`config.mk`:
```
export PLATFORM = sky130hd
export DESIGN_NAME = wb_banked_mem_bridge_flat
export DESIGN_NICKNAME = d
export VERILOG_FILES = /design/src/rtl/wb_banked_mem_bridge_if.sv /design/src/rtl/wb_banked_mem_bridge.sv /design/src/flat_wrapper.sv
export SDC_FILE = /design/constraint.sdc
export NUM_CORES = 1
export LEC_CHECK = 0
export BUFFER_PORTS_ARGS = -buffer_cell sky130_fd_sc_hd__buf_2
export CAP_MARGIN = 30
export CORE_ASPECT_RATIO = 0.9
export CORE_UTILIZATION = 38
export CTS_CLUSTER_SIZE = 24
export DETAILED_ROUTE_END_ITERATION = 6
export GPL_TIMING_DRIVEN = 0
export PLACE_DENSITY = 0.76
export SYNTH_ARGS = -nofsm -noshare
export SYNTH_HDL_FRONTEND = slang
export SYNTH_SLANG_ARGS = --single-unit
```
`constraint.sdc`:
```
create_clock -name wb_clk_i -period 2.45 [get_ports wb_clk_i]
set_input_delay 0.1225 -clock wb_clk_i [delete_from_list [all_inputs] [get_ports wb_clk_i]]
set_output_delay 0.1225 -clock wb_clk_i [all_outputs]
set_load 0.02 [all_outputs]
```
`src/rtl/wb_banked_mem_bridge_if.sv`:
```
// ============================================================================
// Module   : wb_banked_mem_bridge_if
// Brief    : Wishbone classic bus bundle for the banked memory bridge.
// Revision : 1.0
// ============================================================================
`default_nettype none

interface wb_banked_mem_bridge_if;
    logic [31:0] wb_adr_i;
    logic [31:0] wb_dat_i;
    logic [3:0]  wb_sel_i;
    logic        wb_we_i;
    logic        wb_cyc_i;
    logic        wb_stb_i;
    logic        wb_ack_o;
    logic        wb_err_o;
    logic [31:0] wb_dat_o;

    modport master (
        output wb_adr_i, wb_dat_i, wb_sel_i, wb_we_i, wb_cyc_i, wb_stb_i,
        input  wb_ack_o, wb_err_o, wb_dat_o
    );

    modport slave (
        input  wb_adr_i, wb_dat_i, wb_sel_i, wb_we_i, wb_cyc_i, wb_stb_i,
        output wb_ack_o, wb_err_o, wb_dat_o
    );
endinterface

`default_nettype wire

```
`src/rtl/wb_banked_mem_bridge.sv`:
```
// ============================================================================
// Module   : wb_banked_mem_bridge
// Brief    : Wishbone classic slave bridging to NUM_BANKS single-port DFF RAMs.
// Revision : 1.0
// ============================================================================
`default_nettype none

module wb_banked_mem_bridge #(
    parameter int          ADDR_BITS    = 8,
    parameter int          NUM_BANKS    = 2,
    parameter int          READ_LATENCY = 1,
    parameter logic [31:0] BASE_ADDR    = 32'h3000_0000,
    parameter logic [31:0] ADDR_MASK    = 32'hFFFF_F800
) (
    input  wire logic                   wb_clk_i,
    input  wire logic                   wb_rst_i,
    wb_banked_mem_bridge_if.slave       wb,
    output logic [3:0]                  WE,
    output logic [NUM_BANKS-1:0]        EN,
    output logic [31:0]                 Di,
    input  wire logic [32*NUM_BANKS-1:0] Do,
    output logic [ADDR_BITS-1:0]        A
);

    localparam int BANK_BITS = (NUM_BANKS > 1) ? $clog2(NUM_BANKS) : 1;
    localparam logic [1:0] c_CNT_LOAD = 2'(READ_LATENCY - 1);

    typedef enum logic [2:0] {
        S_IDLE   = 3'd0,
        S_ACCESS = 3'd1,
        S_RWAIT  = 3'd2,
        S_RACK   = 3'd3,
        S_ERR    = 3'd4
    } state_t;

    state_t                 r_state;
    state_t                 w_next;
    logic [BANK_BITS-1:0]   r_bank;
    logic [BANK_BITS-1:0]   w_bank;
    logic                   r_we;
    logic [1:0]             r_cnt;
    logic [31:0]            r_dat_o;
    logic [ADDR_BITS-1:0]   w_word;
    logic                   w_valid;
    logic                   w_hit;
    logic                   w_start;
    logic                   w_capture;

    assign w_valid = wb.wb_cyc_i & wb.wb_stb_i;
    assign w_hit   = (wb.wb_adr_i & ADDR_MASK) == BASE_ADDR;
    assign w_word  = wb.wb_adr_i[ADDR_BITS+1:2];

    generate
        if (NUM_BANKS > 1) begin : g_bank_multi
            assign w_bank = wb.wb_adr_i[ADDR_BITS+BANK_BITS+1:ADDR_BITS+2];
        end else begin : g_bank_single
            assign w_bank = '0;
        end
    endgenerate

    always_comb begin
        w_next    = r_state;
        w_start   = 1'b0;
        w_capture = 1'b0;
        case (r_state)
            S_IDLE: begin
                if (w_valid) begin
                    if (w_hit) begin
                        w_next  = S_ACCESS;
                        w_start = 1'b1;
                    end else begin
                        w_next = S_ERR;
                    end
                end
            end
            // Writes finish here even if the master drops cyc
            S_ACCESS: w_next = r_we ? S_IDLE : S_RWAIT;
            S_RWAIT: begin
                if (!wb.wb_cyc_i) begin
                    w_next = S_IDLE;
                end else if (r_cnt == 2'd0) begin
                    w_capture = 1'b1;
                    w_next    = S_RACK;
                end
            end
            S_RACK:  w_next = S_IDLE;
            S_ERR:   w_next = S_IDLE;
            default: w_next = S_IDLE;
        endcase
    end

    always_ff @(posedge wb_clk_i or posedge wb_rst_i) begin
        if (wb_rst_i) begin
            r_state <= S_IDLE;
            r_bank  <= '0;
            r_we    <= 1'b0;
            r_cnt   <= 2'd0;
            r_dat_o <= 32'd0;
            EN      <= '0;
            WE      <= 4'd0;
            A       <= '0;
            Di      <= 32'd0;
        end else begin
            r_state <= w_next;
            // Memory strobes are live only for the single ACCESS cycle
            EN      <= '0;
            WE      <= 4'd0;
            A       <= '0;
            Di      <= 32'd0;
            if (w_start) begin
                r_bank <= w_bank;
                r_we   <= wb.wb_we_i;
                EN     <= NUM_BANKS'(1) << w_bank;
                A      <= w_word;
                Di     <= wb.wb_dat_i;
                WE     <= wb.wb_we_i ? wb.wb_sel_i : 4'd0;
            end
            if (r_state == S_ACCESS) begin
                r_cnt <= c_CNT_LOAD;
            end else if (r_state == S_RWAIT && r_cnt != 2'd0) begin
                r_cnt <= r_cnt - 2'd1;
            end
            if (w_capture) begin
                r_dat_o <= Do[32*int'(r_bank) +: 32];
            end
        end
    end

    // Read ack is qualified by cyc so an abort during RACK produces no ack
    assign wb.wb_ack_o = ((r_state == S_ACCESS) & r_we) |
                         ((r_state == S_RACK) & wb.wb_cyc_i);
    assign wb.wb_err_o = (r_state == S_ERR);
    assign wb.wb_dat_o = r_dat_o;

endmodule

`default_nettype wire

```
`src/flat_wrapper.sv`:
```
// flat-port wrapper written by rule: the top's interface ports become plain ports
module wb_banked_mem_bridge_flat 
#(
    parameter int          ADDR_BITS    = 8,
    parameter int          NUM_BANKS    = 2,
    parameter int          READ_LATENCY = 1,
    parameter logic [31:0] BASE_ADDR    = 32'h3000_0000,
    parameter logic [31:0] ADDR_MASK    = 32'hFFFF_F800
)
  (wb_clk_i, wb_rst_i, WE, EN, Di, Do, A, wb_wb_adr_i, wb_wb_dat_i, wb_wb_sel_i, wb_wb_we_i, wb_wb_cyc_i, wb_wb_stb_i, wb_wb_ack_o, wb_wb_err_o, wb_wb_dat_o);
  wb_banked_mem_bridge_if wb_i ();
  input  wire logic wb_clk_i;
  input  wire logic wb_rst_i;
  output logic [3:0] WE;
  output logic [NUM_BANKS-1:0] EN;
  output logic [31:0] Di;
  input  wire logic [32*NUM_BANKS-1:0] Do;
  output logic [ADDR_BITS-1:0] A;
  input wire logic [$bits(wb_i.wb_adr_i)-1:0] wb_wb_adr_i;
  input wire logic [$bits(wb_i.wb_dat_i)-1:0] wb_wb_dat_i;
  input wire logic [$bits(wb_i.wb_sel_i)-1:0] wb_wb_sel_i;
  input wire logic [$bits(wb_i.wb_we_i)-1:0] wb_wb_we_i;
  input wire logic [$bits(wb_i.wb_cyc_i)-1:0] wb_wb_cyc_i;
  input wire logic [$bits(wb_i.wb_stb_i)-1:0] wb_wb_stb_i;
  output wire logic [$bits(wb_i.wb_ack_o)-1:0] wb_wb_ack_o;
  output wire logic [$bits(wb_i.wb_err_o)-1:0] wb_wb_err_o;
  output wire logic [$bits(wb_i.wb_dat_o)-1:0] wb_wb_dat_o;
  assign wb_i.wb_adr_i = wb_wb_adr_i;
  assign wb_i.wb_dat_i = wb_wb_dat_i;
  assign wb_i.wb_sel_i = wb_wb_sel_i;
  assign wb_i.wb_we_i = wb_wb_we_i;
  assign wb_i.wb_cyc_i = wb_wb_cyc_i;
  assign wb_i.wb_stb_i = wb_wb_stb_i;
  assign wb_wb_ack_o = wb_i.wb_ack_o;
  assign wb_wb_err_o = wb_i.wb_err_o;
  assign wb_wb_dat_o = wb_i.wb_dat_o;
  wb_banked_mem_bridge #(.ADDR_BITS(ADDR_BITS), .NUM_BANKS(NUM_BANKS), .READ_LATENCY(READ_LATENCY), .BASE_ADDR(BASE_ADDR), .ADDR_MASK(ADDR_MASK)) u_core (.wb_clk_i(wb_clk_i), .wb_rst_i(wb_rst_i), .wb(wb_i), .WE(WE), .EN(EN), .Di(Di), .Do(Do), .A(A));
endmodule
```
==> results.cfg <==
[status]
status = completed

[timing]
worst_pin_slew_ns = 0.7190
clock.fmax_mhz = 465.7
rsz0062_at_grt = false
fin_skew_ns = 0.007663
hold_viol_final = 0
layout_min_cycle_time_ns = 2.148
hold-worst-slack_ns = 0.03155
maxSlewHeadroom_pct = 52.07
layout_setup_ws_ns = 0.3025
min_period_over_period_pct = 87.65
setup_tns_ns = 0
finalSetupViolations = 0
slew_violations = 0

[logic_synthesis]
synthCells = 285
synth-seq-cells = 85
synth_area_leaders = dfrtp_1 (63%), mux2i_1 (9.8%), and2_1 (7.6%)
avgSynthCellArea_um2 = 11.80
mappedNetlistNets = 423
synth_area_um2 = 3362
synth_top_area_cell = dfrtp_1
ys_warn_count = 0
yosysUniqueCellTypes = 26
ys_seq_area_share_pct = 63.27
yosys.area.top_type_share_pct = 63.27

[cells_and_area]
seq_area_um2 = 2127
drive_above_1_share_pct = 43.47
syn2layout_area_growth_pct = 56.35
nNetsFinal = 692
multi_input_area_um2 = 1122
n_antenna_cell = 0
fill_cells = 710

[detailed_routing]
drc = 0
drt_pass1_iterations = 4
viasPerCell = 4.518
avgRoutedWirePerCell_um = 14.34
drtIter0Drc = 73
routed_wl_mm = 9.720
ant_nets = 0
num_vias = 3063

[power_and_ir_drop]
ir_drop_mv = 0.3780
power_density_nw_per_um2 = 667.4
total_power_mw = 3.508
leakagePower_nw = 2.748

[place]
pre_cts_ws_ns = 0.2948
globalplace.congestion = 0.7381
dpl.hpwl_mm = 6.668
place.port_buffers = 214

[grt]
grt_max_degree = 44
grt.total_usage_pct = 21.86
grt_pass1_wl_mm = 15.32
grt_pass1_vias = 3204
antenna_found_initial = 0
grt_overflow = 0

[die]
die_h_um = 91.24
io_pins = 217
die_w_um = 101.2
dieArea_um2 = 9228
start_util_pct = 39.24
rows = 32
coreArea_um2 = 8568

[worst_setup_path]
end_kind = flip-flop
required_ns = 2.68
path_max_fanout = 10
cp-start-kind = flip-flop
critPathKind = flip-flop to flip-flop
cp.arrival_ns = 2.38

[clock_network]
root_buffer = clkbuf_8
htreeDepth = 3
insertion_delay_ns = 0.35
clockBufferDepth = 2
cts_setup_buffers = 0
clk_pin_slew_ns = 0.09
cts_made_buffers = 9
hold_buffers = 42
cts_tree = yes
cts_resized = 0
clock_sinks = 85

[min_path]
min_path_type = primary input to flip-flop

[run]
maxCapViolCount = 0
==> sequential cells by signal, summed over array words and instances (netlist names) <==
register            cells
u_core.A                8
u_core.Di              32
u_core.EN               2
u_core.WE               4
u_core.r_bank           1
u_core.r_cnt            2
u_core.r_state          3
u_core.r_we             1
u_core.wb.wb_dat_o     32
==> area by class of cell <==
class,count,share of cell area (%)
clock inverter,7,1.857
multi-input combinational,178,21.35
timing repair buffer,258,28.95
tap,119,2.833
sequential,85,40.47
clock buffer,9,2.357
inverter,6,0.4761
buffer,16,1.714
==> critical path: stages (launching register included) <==
cell and delay, ns:
dfrtp_1 0.44, or3b_1 0.44, or3_4 0.36, nor3_2 0.21, buf_4 0.22, mux2_2 0.34
==> layout by cell type (no fill, tap or decap), types with 5 or more instances in the layout <==
cell           count
buf_2            217
dfrtp_1           85
dlygate4sd3_1     43
and2_1            41
nor2_1            36
a21oi_1           36
mux2i_1           33
clkbuf_1           9
clkbuf_8           9
nor4_1             7
inv_1              5
==> where the power goes <==
group | total [mW] | internal [mW] | switching (mW) | leakage [nW]
Clock | 1.09 | 0.579 | 0.513 | 0.106
Sequential | 1.65 | 1.57 | 0.0812 | 1.11
Combinational | 0.770 | 0.328 | 0.442 | 1.54
==> cell usage after synthesis <==
master,instances
mux2i_1,33
inv_1,6
nand3_1,1
mux2_2,2
or3_4,1
nand4_1,1
buf_6,3
nand2b_1,1
clkbuf_1,9
o21ai_0,3
nor3_2,1
ha_1,1
buf_2,3
or3b_1,1
dfrtp_1,85
and3b_1,1
and2_1,41
and3_1,4
nor2_1,36
a21oi_1,36
nand3b_1,1
nand2_1,4
nor4_1,7
or4_1,1
buf_4,1
nor3b_1,2
==> worst paths after layout <==
path / from / end / slack [ns] / cells past startpoint
worst max-delay path: u_core.r_state[0]$_DFFE_PP0P_ / u_core.r_bank$_DFFE_PP0P_ / 0.30 / 5
worst min-delay path: wb_wb_sel_i[0] / u_core.WE[0]$_DFF_PP0_ / 0.03 / 2
worst max register to register: u_core.r_state[0]$_DFFE_PP0P_ / u_core.r_bank$_DFFE_PP0P_ / 0.30 / 5
worst min register to register: u_core.wb.wb_dat_o[4]$_DFFE_PP0P_ / u_core.wb.wb_dat_o[4]$_DFFE_PP0P_ / 0.53 / 2
max in group asynchronous: wb_rst_i / u_core.wb.wb_dat_o[4]$_DFFE_PP0P_ / 1.47 / 4
min in group asynchronous: wb_rst_i / u_core.Di[12]$_DFF_PP0_ / 0.37 / 3
==> per-layer routing <==
metal | wire length (um) | track usage (%) | vias to the layer above
met5 | 0 | 0 | -
met3 | 881 | 7.467 | 12
met2 | 4853 | 38.83 | 135
met1 | 3889 | 24.27 | 1428
li1 | - | - | 1488
met4 | 96 | 7.005 | 0
==> metrics by stage <==
| step | utilization (%) | area, um^2 | std cells |
|---|---|---|---|
| global placement | 53.48 | 4582 | 618 |
| floorplan | - | 3362 | 285 |
| detailed placement | 53.74 | 4604 | 619 |
| global route | 61.35 | 5256 | 678 |
| finish | 61.35 | 5256 | 678 |
| CTS | 61.23 | 5246 | 677 |
==> kinds of logic (layout without fill, tap and decap cells) <==
group                      Yosys count  after routing  share of synthesized area (%)
and+or+nand+nor                    103            103                          16.71
buffers and inverters               22            296                          3.349
adders and majority gates            1              1                         0.3721
muxes                               35             35                          10.50
DFF                                 85             85                          63.27
AOI/OAI and AO/OA                   39             39                          5.806
(Power assumes the default switching activity.)
